**src/rtl/fifo_share_arb_if.sv**
```systemverilog
// Write-side bundle between the requesters, the shared-FIFO arbiter and the FIFO write port.
// Define FIFO_SHARE_ARB_TAG_EN to widen din with the requester index.
interface fifo_share_arb_if #(
    parameter int NREQ   = 4,
    parameter int DWIDTH = 4
);
    localparam int IDW = $clog2(NREQ);
`ifdef FIFO_SHARE_ARB_TAG_EN
    localparam int DINW = DWIDTH + IDW;
`else
    localparam int DINW = DWIDTH;
`endif

    logic [NREQ-1:0]              req_valid;
    logic [NREQ-1:0][DWIDTH-1:0]  req_data;
    logic [NREQ-1:0]              req_ready;
    logic                         full;
    logic                         wen;
    logic [DINW-1:0]              din;
    logic [IDW-1:0]               grant_id;
    logic                         busy;

    modport master (
        output req_valid, req_data, full,
        input  req_ready, wen, din, grant_id, busy
    );

    modport slave (
        input  req_valid, req_data, full,
        output req_ready, wen, din, grant_id, busy
    );
endinterface

```
**src/rtl/fifo_share_arb.sv**
```systemverilog
// Round-robin burst arbiter sharing one FIFO write port among NREQ valid/ready requesters.
// Optional FIFO_SHARE_ARB_TAG_EN prepends grant_id to the FIFO write data.
module fifo_share_arb #(
    parameter int NREQ     = 4,
    parameter int DWIDTH   = 4,
    parameter int MAXBURST = 4
) (
    input  logic             clk,
    input  logic             rst_n,
    fifo_share_arb_if.slave  bus
);
    localparam int IDW = $clog2(NREQ);
    localparam int BCW = $clog2(MAXBURST + 1);
`ifdef FIFO_SHARE_ARB_TAG_EN
    localparam int DINW = DWIDTH + IDW;
`else
    localparam int DINW = DWIDTH;
`endif

    localparam logic [0:0] ST_IDLE = 1'b0;
    localparam logic [0:0] ST_BUSY = 1'b1;

    logic [0:0]       state_r;
    logic [0:0]       state_nxt_s;
    logic [IDW-1:0]   grant_id_r;
    logic [IDW-1:0]   grant_id_nxt_s;
    logic [BCW-1:0]   burst_cnt_r;
    logic [BCW-1:0]   burst_cnt_nxt_s;
    logic             busy_r;
    logic [IDW:0]     pick_s;
    logic [NREQ-1:0]  req_ready_s;
    logic             wen_s;
    logic [DINW-1:0]  din_s;

    // First valid requester strictly after ptr, wrapping modulo NREQ; MSB flags a hit.
    function automatic logic [IDW:0] rr_pick(input logic [NREQ-1:0] valid,
                                             input logic [IDW-1:0]  ptr);
        logic [IDW:0] pick;
        int           idx;
        pick = {(IDW+1){1'b0}};
        for (int k = NREQ; k >= 1; k--) begin
            idx = (int'(ptr) + k) % NREQ;
            if (valid[idx[IDW-1:0]]) begin
                pick = {1'b1, idx[IDW-1:0]};
            end else begin
                pick = pick;
            end
        end
        return pick;
    endfunction

    // Next-state logic: grant selection in IDLE, burst accounting and release in BUSY.
    always_comb begin
        state_nxt_s     = state_r;
        grant_id_nxt_s  = grant_id_r;
        burst_cnt_nxt_s = burst_cnt_r;
        pick_s          = rr_pick(bus.req_valid, grant_id_r);
        case (state_r)
            ST_IDLE: begin
                if (pick_s[IDW] && !bus.full) begin
                    state_nxt_s     = ST_BUSY;
                    grant_id_nxt_s  = pick_s[IDW-1:0];
                    burst_cnt_nxt_s = {BCW{1'b0}};
                end else begin
                    state_nxt_s = ST_IDLE;
                end
            end
            ST_BUSY: begin
                if (bus.full) begin
                    state_nxt_s = ST_BUSY;
                end else if (!bus.req_valid[grant_id_r]) begin
                    state_nxt_s = ST_IDLE;
                end else begin
                    burst_cnt_nxt_s = burst_cnt_r + {{(BCW-1){1'b0}}, 1'b1};
                    if (burst_cnt_nxt_s == BCW'(MAXBURST)) begin
                        state_nxt_s = ST_IDLE;
                    end else begin
                        state_nxt_s = ST_BUSY;
                    end
                end
            end
            default: begin
                state_nxt_s = ST_IDLE;
            end
        endcase
    end

    // Zero-latency data path: only the locked requester sees ready, gated by FIFO full.
    always_comb begin
        req_ready_s = {NREQ{1'b0}};
        if (state_r == ST_BUSY) begin
            req_ready_s[grant_id_r] = ~bus.full;
            wen_s = bus.req_valid[grant_id_r] & ~bus.full;
        end else begin
            wen_s = 1'b0;
        end
`ifdef FIFO_SHARE_ARB_TAG_EN
        din_s = {grant_id_r, bus.req_data[grant_id_r]};
`else
        din_s = bus.req_data[grant_id_r];
`endif
    end

    // State registers; grant_id resets to the top index so requester 0 wins first.
    always_ff @(posedge clk or negedge rst_n) begin
        if (!rst_n) begin
            state_r     <= ST_IDLE;
            grant_id_r  <= IDW'(NREQ - 1);
            burst_cnt_r <= {BCW{1'b0}};
            busy_r      <= 1'b0;
        end else begin
            state_r     <= state_nxt_s;
            grant_id_r  <= grant_id_nxt_s;
            burst_cnt_r <= burst_cnt_nxt_s;
            busy_r      <= (state_nxt_s == ST_BUSY);
        end
    end

    assign bus.req_ready = req_ready_s;
    assign bus.wen       = wen_s;
    assign bus.din       = din_s;
    assign bus.grant_id  = grant_id_r;
    assign bus.busy      = busy_r;
endmodule

```
**src/flat_wrapper.sv**
```systemverilog
// flat-port wrapper written by rule: the top's interface ports become plain ports
module fifo_share_arb_flat 
#(
    parameter int NREQ     = 4,
    parameter int DWIDTH   = 4,
    parameter int MAXBURST = 4
)
  (clk, rst_n, bus_req_valid, bus_req_data, bus_full, bus_req_ready, bus_wen, bus_din, bus_grant_id, bus_busy);
  fifo_share_arb_if #(.NREQ(NREQ), .DWIDTH(DWIDTH)) bus_i ();
  input  logic clk;
  input  logic rst_n;
  input wire logic [$bits(bus_i.req_valid)-1:0] bus_req_valid;
  input wire logic [$bits(bus_i.req_data)-1:0] bus_req_data;
  input wire logic [$bits(bus_i.full)-1:0] bus_full;
  output wire logic [$bits(bus_i.req_ready)-1:0] bus_req_ready;
  output wire logic [$bits(bus_i.wen)-1:0] bus_wen;
  output wire logic [$bits(bus_i.din)-1:0] bus_din;
  output wire logic [$bits(bus_i.grant_id)-1:0] bus_grant_id;
  output wire logic [$bits(bus_i.busy)-1:0] bus_busy;
  assign bus_i.req_valid = bus_req_valid;
  assign bus_i.req_data = bus_req_data;
  assign bus_i.full = bus_full;
  assign bus_req_ready = bus_i.req_ready;
  assign bus_wen = bus_i.wen;
  assign bus_din = bus_i.din;
  assign bus_grant_id = bus_i.grant_id;
  assign bus_busy = bus_i.busy;
  fifo_share_arb #(.NREQ(NREQ), .DWIDTH(DWIDTH), .MAXBURST(MAXBURST)) u_core (.clk(clk), .rst_n(rst_n), .bus(bus_i));
endmodule
```
**config.mk**
```make
export PLATFORM = sky130hd
export DESIGN_NAME = fifo_share_arb_flat
export DESIGN_NICKNAME = d
export VERILOG_FILES = /design/src/rtl/fifo_share_arb_if.sv /design/src/rtl/fifo_share_arb.sv /design/src/flat_wrapper.sv
export SDC_FILE = /design/constraint.sdc
export NUM_CORES = 1
export LEC_CHECK = 0
export CORE_MARGIN = 2
export CORE_UTILIZATION = 39
export CTS_BUF_LIST = sky130_fd_sc_hd__clkbuf_16
export DETAILED_ROUTE_END_ITERATION = 6
export PLACE_DENSITY = 0.78
export SYNTH_ARGS = -nofsm -noshare
export SYNTH_HDL_FRONTEND = slang
export SYNTH_SLANG_ARGS = --single-unit
```
**constraint.sdc**
```tcl
create_clock -name clk -period 2.9 [get_ports clk]
set_clock_uncertainty 0.15 [all_clocks]
set_input_delay 0.87 -clock clk [delete_from_list [all_inputs] [get_ports clk]]
set_output_delay 0.87 -clock clk [all_outputs]
set_load 0.005 [all_outputs]
```
==> reports/results.ini <==
[status]
status = finished clean

[clocking]
h-tree-depth = 1
numCtsBuffers = 3
tritoncts = built
cts_sinks = 6
clockBufferDepth = 2
cts_root_buf = clkbuf_16
clk_latency_ns = 0.23
clk_pin_slew_ns = 0.03
cts_hold_buf = 0

[logic_synthesis]
yosysTopAreaCellShare = 0.142
synth-seq-area-share = 0.216
yosysMostFrequentCell = ha_1
synth_area_leaders = dfrtp_1 14%, mux4_2 13%, ha_1 11%
synth_area_per_cell_um2 = 9.80
yosys.area.top_type = dfrtp_1
ys_ff_latch = 6
synthArstFlopShare = 1.00
ys_types = 38
ys_warn_count = 0
synth_ff_type = dfrtp_1
synth_edf_count = 0
synth_cells = 72
netlist_area_um2 = 706
ys_top_cells_by_count = 6 x ha_1, 5 x and2_1, 4 x dfrtp_1, 4 x inv_1, 4 x mux4_2
synth_nets = 101

[power_and_ir_drop]
leakage_uw = 0.000608
cellPowerDensity_nw_per_um2 = 860
ir_worst_vdd_mv = 0.693

[placement]
dp_cells = 138
pre_cts_ws_ns = -0.532
place_congestion = 0.895
placed_cell_area_um2 = 1130
dp_hpwl_um = 1540
portBuffers = 34

[cells_and_area]
multi_input_area_um2 = 503
drive_gt1_frac = 0.282
final_area_um2 = 1200
area_growth_pct = 70.0
antenna_cells = 0
fill_cells = 130
fin_cells = 142
nNetsFinal = 148
regArea_um2 = 153

[timing]
slew_headroom = 0.796
timing.final.crit_share = 0.996
finalSetupTns_ns = 0
rsz0062_at_grt = no
hold_viol = 0
worstMarginPinSlew_ns = 0.297
fin_ws_ns = 0.0129
final_max_slew_viol_count = 0
max_freq_ghz = 0.346
period_needed_ns = 2.89
whs_ns = 0.394
finalSetupViolCount = 0

[floorplanning]
num_rows = 15
die_w_um = 46.5
dieArea_um2 = 2170
initial_core_util = 0.413
die_y_um = 46.5
core_area_um2 = 1710
io_pins = 35

[routing]
drcViolationCount = 0
drtAntennaViolNets = 0
drtPass1Iterations = 4
route.final.wire_length_um = 2010
viasPerCell = 5.39
dr_total_vias = 765
drt_first_iter_violations = 26
wl_per_cell_um = 14.1

[worst_setup_path]
reg2reg_from = u_core.bus.grant_id[0]
critical_path_class = in2out
required_ns = 1.88
r2r_end = u_core.bus.grant_id[0]
startpoint = bus_req_data[3]
cp.arrival_ns = 1.87
end_kind = output port
rrSetupSlack_ns = 0.70
endpoint = bus_din[3]
start_kind = input pin
r2r_cells = 5
critPathMaxFanout = 1

[global_route]
grt_overflow = 0
antenna_found_initial = 0
grt_usage = 0.205
first_global_vias = 658
grt_max_degree = 14
grt_pass1_wl_um = 3030

[run]
drv_cap = 0

[min_path]
min_path_type = reg2reg

## flip-flops by register name, summed over array words and instances, names as in the netlist
register and flops:
u_core.burst_cnt_r 3, u_core.bus.grant_id 2, u_core.state_r 1
## stage by stage
stage               total power (µW)  utilization
floorplan                        558            -
global placement                 796        0.661
detailed placement               817        0.661
CTS                             1010        0.686
global route                    1120        0.703
finish                          1030        0.703
## cells in the final DEF (no fill, tap or decap), types with 2 or more instances in the layout
cell type / Yosys / layout
dlymetal6s2s_1: 0 / 8
inv_1: 4 / 4
clkdlybuf4s50_1: 0 / 11
nor2_1: 2 / 2
nand2_1: 3 / 3
a21oi_1: 3 / 3
and2_1: 5 / 5
dfrtp_1: 4 / 4
nor2b_1: 2 / 2
clkbuf_16: 0 / 3
buf_6: 1 / 3
o21ai_1: 3 / 3
dlygate4sd2_1: 0 / 5
o21ai_0: 2 / 2
a22o_1: 2 / 2
buf_4: 1 / 11
clkbuf_2: 0 / 3
inv_2: 2 / 2
mux2i_1: 2 / 2
clkdlybuf4s15_1: 0 / 2
a21boi_0: 2 / 2
ha_1: 6 / 6
buf_2: 1 / 2
mux4_2: 4 / 5
dfstp_2: 2 / 2
nand3_1: 3 / 3
## layer usage
layer | global-route usage | wire length, µm | vias up
met5 | 0 | 0 | -
met4 | 0.0800 | 34 | 0
li1 | - | - | 371
met2 | 0.278 | 1000 | 35
met1 | 0.295 | 849 | 353
met3 | 0.0667 | 118 | 6
## critical path, stage by stage
cell and delay [ns]:
clkdlybuf4s50_1 0.40, mux4_2 0.46, buf_6 0.13
## what timing repair did
item                                    in CTS  in global routing
setup buffers                                1                  0
pin swaps                                    1                  1
endpoints found under the setup margin       9                  5
cloned                                       0                  0
gates resized for setup                     32                 18
## worst min-delay path by stage
stage / startpoint / endpoint / slack [ns] / cells past startpoint
finish: u_core.burst_cnt_r[2] / u_core.burst_cnt_r[2] / 0.39 / 2
global route: u_core.burst_cnt_r[2] / u_core.burst_cnt_r[2] / 0.43 / 2
CTS: u_core.burst_cnt_r[2] / u_core.burst_cnt_r[2] / 0.40 / 2
detailed placement: u_core.burst_cnt_r[2] / u_core.burst_cnt_r[2] / 0.39 / 2
global placement: u_core.burst_cnt_r[2] / u_core.burst_cnt_r[2] / 0.37 / 2
floorplan: u_core.burst_cnt_r[2] / u_core.burst_cnt_r[2] / 0.35 / 2
## power by group
part	switching [µW]	total, µW	leakage [µW]	internal [µW]
Clock	44.2	221	0.0000370	177
Sequential	71.0	207	0.0000714	136
Combinational	257	605	0.000500	347
Total	372	1030	0.000608	660
## area by class of cell
| type | instances | share of cell area |
|---|---|---|
| inverters | 6 | 0.0188 |
| well taps | 25 | 0.0261 |
| flip-flops and latches | 6 | 0.127 |
| repair buffers | 45 | 0.346 |
| clock buffers | 3 | 0.0626 |
| multi-input cells | 57 | 0.419 |
## kinds of logic after synthesis
group	count (synthesis)	share of synthesized area
adders and majority gates	6	0.106
muxes	8	0.209
buffers and inverters	9	0.0656
DFF	6	0.216
and+or+nand+nor	20	0.167
xor gates and xnor gates	1	0.0124
AOI/OAI and AO/OA	22	0.223
Power figures use the tool's default switching activity.
